## config.mk

```make
export PLATFORM = sky130hd
export DESIGN_NAME = safelock_state_decoder
export DESIGN_NICKNAME = d
export VERILOG_FILES = /design/src/rtl/safelock_state_decoder.sv
export SDC_FILE = /design/constraint.sdc
export NUM_CORES = 1
export LEC_CHECK = 0
export ABC_AREA = 1
export BUFFER_PORTS_ARGS = -buffer_cell sky130_fd_sc_hd__buf_2
export CAP_MARGIN = 20
export CORE_MARGIN = 5
export CORE_UTILIZATION = 30
export CTS_CLUSTER_DIAMETER = 60
export DETAILED_ROUTE_END_ITERATION = 10
export MAX_ROUTING_LAYER = met4
export PLACE_DENSITY = 0.47
export SYNTH_ARGS = -nofsm -noshare
export SYNTH_HDL_FRONTEND = slang
export SYNTH_SLANG_ARGS = --single-unit
```

## constraint.sdc

```tcl
create_clock -name i_clk -period 3.45 [get_ports i_clk]
set_clock_uncertainty 0.2 [all_clocks]
set_input_delay 0.345 -clock i_clk [delete_from_list [all_inputs] [get_ports i_clk]]
set_output_delay 0.345 -clock i_clk [all_outputs]
set_load 0.005 [all_outputs]
```

## src/rtl/safelock_state_decoder.sv

```systemverilog
// Registered 7-segment glyph decoder for the Smart Safelock lock-state display.
// Blinks the ERROR glyph with a programmable half-period and supports either segment polarity.
module safelock_state_decoder #(
    parameter int          ACTIVE_LOW   = 1,
    parameter int unsigned BLINK_CYCLES = 50_000_000
) (
    input  logic       i_clk,
    input  logic       i_rst_n,
    input  logic [2:0] i_state,
    output logic [6:0] o_7seg
);

    // A one-cycle half-period still needs a one-bit counter so the compare below stays legal.
    localparam int unsigned CNT_W = (BLINK_CYCLES > 32'd1) ? $clog2(BLINK_CYCLES) : 1;
    localparam logic [CNT_W-1:0] CNT_LAST = CNT_W'(BLINK_CYCLES - 32'd1);

    localparam logic [2:0] ST_IDLE   = 3'd0;
    localparam logic [2:0] ST_DIGIT1 = 3'd1;
    localparam logic [2:0] ST_DIGIT2 = 3'd2;
    localparam logic [2:0] ST_DIGIT3 = 3'd3;
    localparam logic [2:0] ST_OPEN   = 3'd4;
    localparam logic [2:0] ST_ERROR  = 3'd5;

    localparam logic [6:0] GLYPH_DASH  = 7'b1000000;
    localparam logic [6:0] GLYPH_ONE   = 7'b0000110;
    localparam logic [6:0] GLYPH_TWO   = 7'b1011011;
    localparam logic [6:0] GLYPH_THREE = 7'b1001111;
    localparam logic [6:0] GLYPH_OPEN  = 7'b0111111;
    localparam logic [6:0] GLYPH_ERROR = 7'b1111001;
    localparam logic [6:0] GLYPH_BLANK = 7'b0000000;

    function automatic logic [6:0] glyph_of(input logic [2:0] code);
        logic [6:0] g;
        case (code)
            ST_IDLE:   g = GLYPH_DASH;
            ST_DIGIT1: g = GLYPH_ONE;
            ST_DIGIT2: g = GLYPH_TWO;
            ST_DIGIT3: g = GLYPH_THREE;
            ST_OPEN:   g = GLYPH_OPEN;
            ST_ERROR:  g = GLYPH_ERROR;
            default:   g = GLYPH_BLANK;
        endcase
        return g;
    endfunction

    function automatic logic [6:0] drive_of(input logic [6:0] glyph);
        logic [6:0] d;
        if (ACTIVE_LOW != 0) begin
            d = ~glyph;
        end else begin
            d = glyph;
        end
        return d;
    endfunction

    localparam logic [6:0] BLANK_DRIVE = (ACTIVE_LOW != 0) ? 7'h7F : 7'h00;

    logic [2:0]       prev_state_q;
    logic [CNT_W-1:0] blink_cnt_q;
    logic [CNT_W-1:0] blink_cnt_d;
    logic             show_q;
    logic             show_d;
    logic [6:0]       seg_q;
    logic [6:0]       seg_d;

    // Next-state for the blink counter/phase and the decoded segment pattern.
    always_comb begin
        blink_cnt_d = '0;
        show_d      = 1'b1;
        seg_d       = drive_of(glyph_of(i_state));
        if (i_state == ST_ERROR) begin
            if (prev_state_q != ST_ERROR) begin
                blink_cnt_d = '0;
                show_d      = 1'b1;
            end else if (blink_cnt_q == CNT_LAST) begin
                blink_cnt_d = '0;
                show_d      = ~show_q;
            end else begin
                blink_cnt_d = blink_cnt_q + CNT_W'(1);
                show_d      = show_q;
            end
            // The phase decided at this edge is the one displayed, so entry shows "E" at once.
            if (show_d) begin
                seg_d = drive_of(GLYPH_ERROR);
            end else begin
                seg_d = BLANK_DRIVE;
            end
        end else begin
            blink_cnt_d = '0;
            show_d      = 1'b1;
        end
    end

    // State history, blink counter/phase and output register; reset blanks the display at once.
    always_ff @(posedge i_clk or negedge i_rst_n) begin
        if (!i_rst_n) begin
            prev_state_q <= ST_IDLE;
            blink_cnt_q  <= '0;
            show_q       <= 1'b1;
            seg_q        <= BLANK_DRIVE;
        end else begin
            prev_state_q <= i_state;
            blink_cnt_q  <= blink_cnt_d;
            show_q       <= show_d;
            seg_q        <= seg_d;
        end
    end

    assign o_7seg = seg_q;

endmodule

```

Word level (Yosys, flattened, before mapping)
Cells that the tools add are included.

cells by class
  $add $sub $neg = 1
  eq/ne operators = 7
  multiplexer cells = 10
  bitwise logic cells = 2
  reductions and logical operators = 1

operator list
  operator                 count
  $mux W26                 3
  $pmux W7 S6              1
  $add A26 B1 Y26 const B  1
  $eq A26 B26 Y1 const B   1
  $mux W7                  2
  $not A7 Y7               1
  $eq A3 B2 Y1 const B     2
  $eq A3 B3 Y1 const B     2
  $mux W1                  4
  $eq A3 B1 Y1 const B     1
  $logic_not A3 Y1         1
  $ne A3 B3 Y1 const B     1
  $not A1 Y1               1

storage, ports and cells
  flip-flop bits (word level) = 37
  input port bits = 5
  output and inout bits = 7
  word-level logic and storage cells = 25

Logic depth before layout (Yosys ltp)
  word-level depth = 6
  depth in mapped cells = 9
  depth with buffers taken out = 9

Worst setup path after synthesis
OpenSTA, ideal clock, no wires.

  path type = reg-to-reg
  start = reg blink_cnt_q[0]
  end = reg blink_cnt_q[12]
  library setup time = 0.118 ns
  arrival = 1.287 ns
  required time = 3.132 ns
  setup slack = 1.845 ns
  cell stages (with the launch flop) = 10
  clock period less this slack = 1.605 ns
  cells stage by stage = dfrtp_1 ha_1 nand2_1 nor2_2 nand2_1 nor2_2 nand2_1 nand2_2 buf_6 nor2_1

on the way
  cells in the longest elaborated chain, start to end = 4

RTL lines
  element                                            RTL line  source
  start: declaration                                 59        logic [CNT_W-1:0] blink_cnt_q;
  start signal: assignment                           103       blink_cnt_q <= blink_cnt_d;
  $add A26 B1 Y26 or $eq A26 B26 Y1 (tied branches)  79, 75
  $mux W26 (*)                                       75        end else if (blink_cnt_q == CNT_LAST) begin
  $mux W26 (*)                                       72        if (prev_state_q != ST_ERROR) begin
  $mux W26 (*)                                       71        if (i_state == ST_ERROR) begin
  via blink_cnt_d[12]                                60        logic [CNT_W-1:0] blink_cnt_d;

The timed path passes the listed nets; every way through them passes the cells marked *.

Worst setup path after layout
  start = in i_state[0]
  end = reg blink_cnt_q[11]

on the way
  cells in the longest elaborated chain, start to end = 2

RTL lines
  element              RTL line  source
  start: declaration   9         input logic [2:0] i_state,
  $eq A3 B3 Y1         71
  $mux W26             71
  via blink_cnt_d[11]  60

The timed path passes the listed nets, and every way through them passes these cells.

==> metrics.cfg <==
[placed_design]
numPortBuffers=11
dpl.hpwl_mm=3.03
pre_cts_ws_ps=1490
gp_congestion=0.807

[worst_setup_path]
cp-end-kind=register
path_cells=dlygate4sd3_1 -> buf_2 -> nand3_2 -> nor3_4 -> inv_2 -> a21oi_2 -> nand2_1 -> nor2_1
cp-start-kind=primary input
crit_arrival_ps=2090
crit_type=primary input to register
slowest_delay_ps=510
crit_slowest_cell=dlygate4sd3_1
crit_fanout=11
worstPathRequired_ps=3470

[clock_tree]
path_clk_slew_ps=80
postCtsSetupBuffers=0
cts_buffer_depth=2
cts.sinks=36
clk_latency_ps=290
holdBufCountCts=2
cts_max_level=2
root_buffer=clkbuf_8
cts_resized=0
cts_buffers=5
cts_tree=built

[yosys]
synth_top_area_cell=dfrtp_1
yosysWarnings=0
avgSynthCellArea_sq_um=7.42
syn-num-nets=266
ys_seq_area_share_pct=47.1
synth_top_area_share_pct=37.6
syn_inst=260
async_flop_share_pct=100
yosys-top-cells-area=dfrtp_1 38%, nand2_1 15%, nor2_1 11%
ys_ff_latch=36
synth_edf_count=0
ys_types=24
synthFlopType=dfrtp_1
netlist_area_sq_um=1930

[cells_and_area]
fin_util_pct=34.6
syn2layout_area_growth_pct=13.1
multi_input_area_sq_um=866
num-nets-final=283
layout-drive-gt1-share_pct=15.1
final-seq-area_sq_um=910
n_fill_cell=697
diodes=0

[global_routing]
grt_overflow=0
grt_use_total_pct=10.9
grt_pass1_wl_mm=7.23
antenna_found_initial=0
grt_pass1_vias=1547
grt_max_degree=37

[drt]
ant_nets=0
via_per_inst=4.38
first_pass_iters=4
drtIter0Drc=70
wl_per_cell_microns=11.2
drc=0
vias=1556
drt_wl_total_mm=3.99

[power]
swShare_pct=22.0
leakagePower_uw=0.000929
combPwrFrac_pct=3.8
pwr-share-seq_pct=51.6
power_uw=844
p_sw_uw=186
power_frac_clock_pct=44.5
ir_drop_v=0.000180
power.density_nw_per_um2=387
p_int_uw=658

[timing]
maxSlewHeadroom_pct=44.2
fin_crit_ps=2070
hold_viol=0
finalSetupViolCount=0
worst-slew-pin-transition_ps=838
min_period_over_period_pct=60.0
maxSlewViolCount=0
rsz0062_at_grt=no
fin_ws_ps=1380
max_freq_ghz=0.483
tns_ps=0

[die]
die-height_microns=90.2
fp-row-count=29
core_area_sq_um=6310
die_x_microns=90.2
die_area_sq_um=8140
ios=12
initial_core_util_pct=30.6

[hold_path]
hp-class=primary input to register

[run]
cap_violations=0

[run_status]
status=finished clean

## critical path: cells and delay by family
family	cells	cell delay (ps)
simple gates	4	610
compound gates	1	430
buf+inv	3	700
## cell families after synthesis
logic type                 share of synthesized area (%)
AOI/OAI and AO/OA                                   3.50
xor gates and xnor gates                            3.18
adders and majority gates                          0.648
buffers and inverters                               7.98
DFF                                                 47.1
and+or+nand+nor                                     37.5
## metal layers
metal  track usage, %  share of wire (%)  routed length [microns]  vias up
met5                -                  0                        0        -
met4             2.61               0.65                       26        0
met3             2.34                2.4                       97        3
met2             16.8                 47                     1860       14
met1             14.8                 50                     2010      713
li1                 -                  -                        -      826
## area by class of cell
type,count,share of cell area (%)
clock buffer,5,3.15
tap,77,4.42
timing repair buffer,13,3.44
clock inverter,3,1.95
inverter,33,5.68
multi-input combinational,188,39.7
sequential,36,41.7
## layout by cell type (no fill, tap or decap)
| cell type | netlist | final |
|---|---|---|
| nand2_1 | 79 | 79 |
| nor2_1 | 58 | 58 |
| inv_1 | 31 | 31 |
| dfrtp_1 | 29 | 29 |
| nand3_1 | 13 | 13 |
| buf_2 | 0 | 11 |
| a21oi_1 | 8 | 8 |
| dfstp_2 | 7 | 7 |
| xor2_1 | 6 | 6 |
| clkbuf_8 | 0 | 5 |
| nor2_2 | 4 | 4 |
| nor3_1 | 4 | 4 |
| nand3_2 | 3 | 3 |
| inv_2 | 2 | 2 |
| nor2_4 | 2 | 2 |
| nand2_2 | 2 | 2 |
| nand4_1 | 2 | 2 |
| dlygate4sd3_1 | 0 | 2 |
| nor3_4 | 1 | 1 |
| a21boi_0 | 1 | 1 |
| and2_1 | 1 | 1 |
| a21oi_2 | 1 | 1 |
| o221a_2 | 1 | 1 |
| xnor2_1 | 1 | 1 |
| ha_1 | 1 | 1 |
| clkinv_2 | 0 | 1 |
| clkinvlp_4 | 0 | 1 |
| bufinv_16 | 0 | 1 |
## sequential cells by signal, summed over array words and instances (netlist names)
register,flops
prev_state_q,3
blink_cnt_q,26
o_7seg,6
show_q,1
## through the flow
| step | instance area, sq um | std cells | hold slack [ps] |
|---|---|---|---|
| finish | 2180 | 355 | 30.2 |
| global route | 2180 | 355 | 22.6 |
| CTS | 2180 | 355 | 19.5 |
| detailed placement | 2050 | 345 | 305 |
| global placement | 2050 | 345 | 290 |
| floorplan | 1930 | 260 | -151 |
## final timing paths
path | depth (start not counted) | slack [ps] | startpoint | to
worst max-delay path | 8 | 1380 | i_state[0] | blink_cnt_q[11]
worst min-delay path | 1 | 30 | i_state[2] | prev_state_q[2]
worst max register to register | 8 | 1560 | blink_cnt_q[0] | blink_cnt_q[11]
worst min register to register | 1 | 310 | blink_cnt_q[0] | blink_cnt_q[0]
max in group asynchronous | 2 | 2030 | i_rst_n | blink_cnt_q[16]
min in group asynchronous | 2 | 480 | i_rst_n | blink_cnt_q[19]
## cells in the mapped netlist (2+ instances only)
cell type   n
nand2_1    79
inv_2       2
nor2_2      4
nor3_1      4
nand2_2     2
buf_6       2
dfrtp_1    29
xor2_1      6
inv_1      31
nor2_1     58
nand3_1    13
nand4_1     2
dfstp_2     7
nand3_2     3
a21oi_1     8
nor2_4      2
## power by group through the flow
stage | Sequential [uW] | Combinational (uW) | Clock (uW)
2_1_floorplan | 444 | 11.8 | 0
5_1_grt | 436 | 38.9 | 410
3_3_place_gp | 443 | 33.0 | 0
6_report | 435 | 32.5 | 376
4_1_cts | 436 | 34.3 | 388
3_5_place_dp | 444 | 32.7 | 0
No activity file was read; power rests on OpenSTA's default activity.
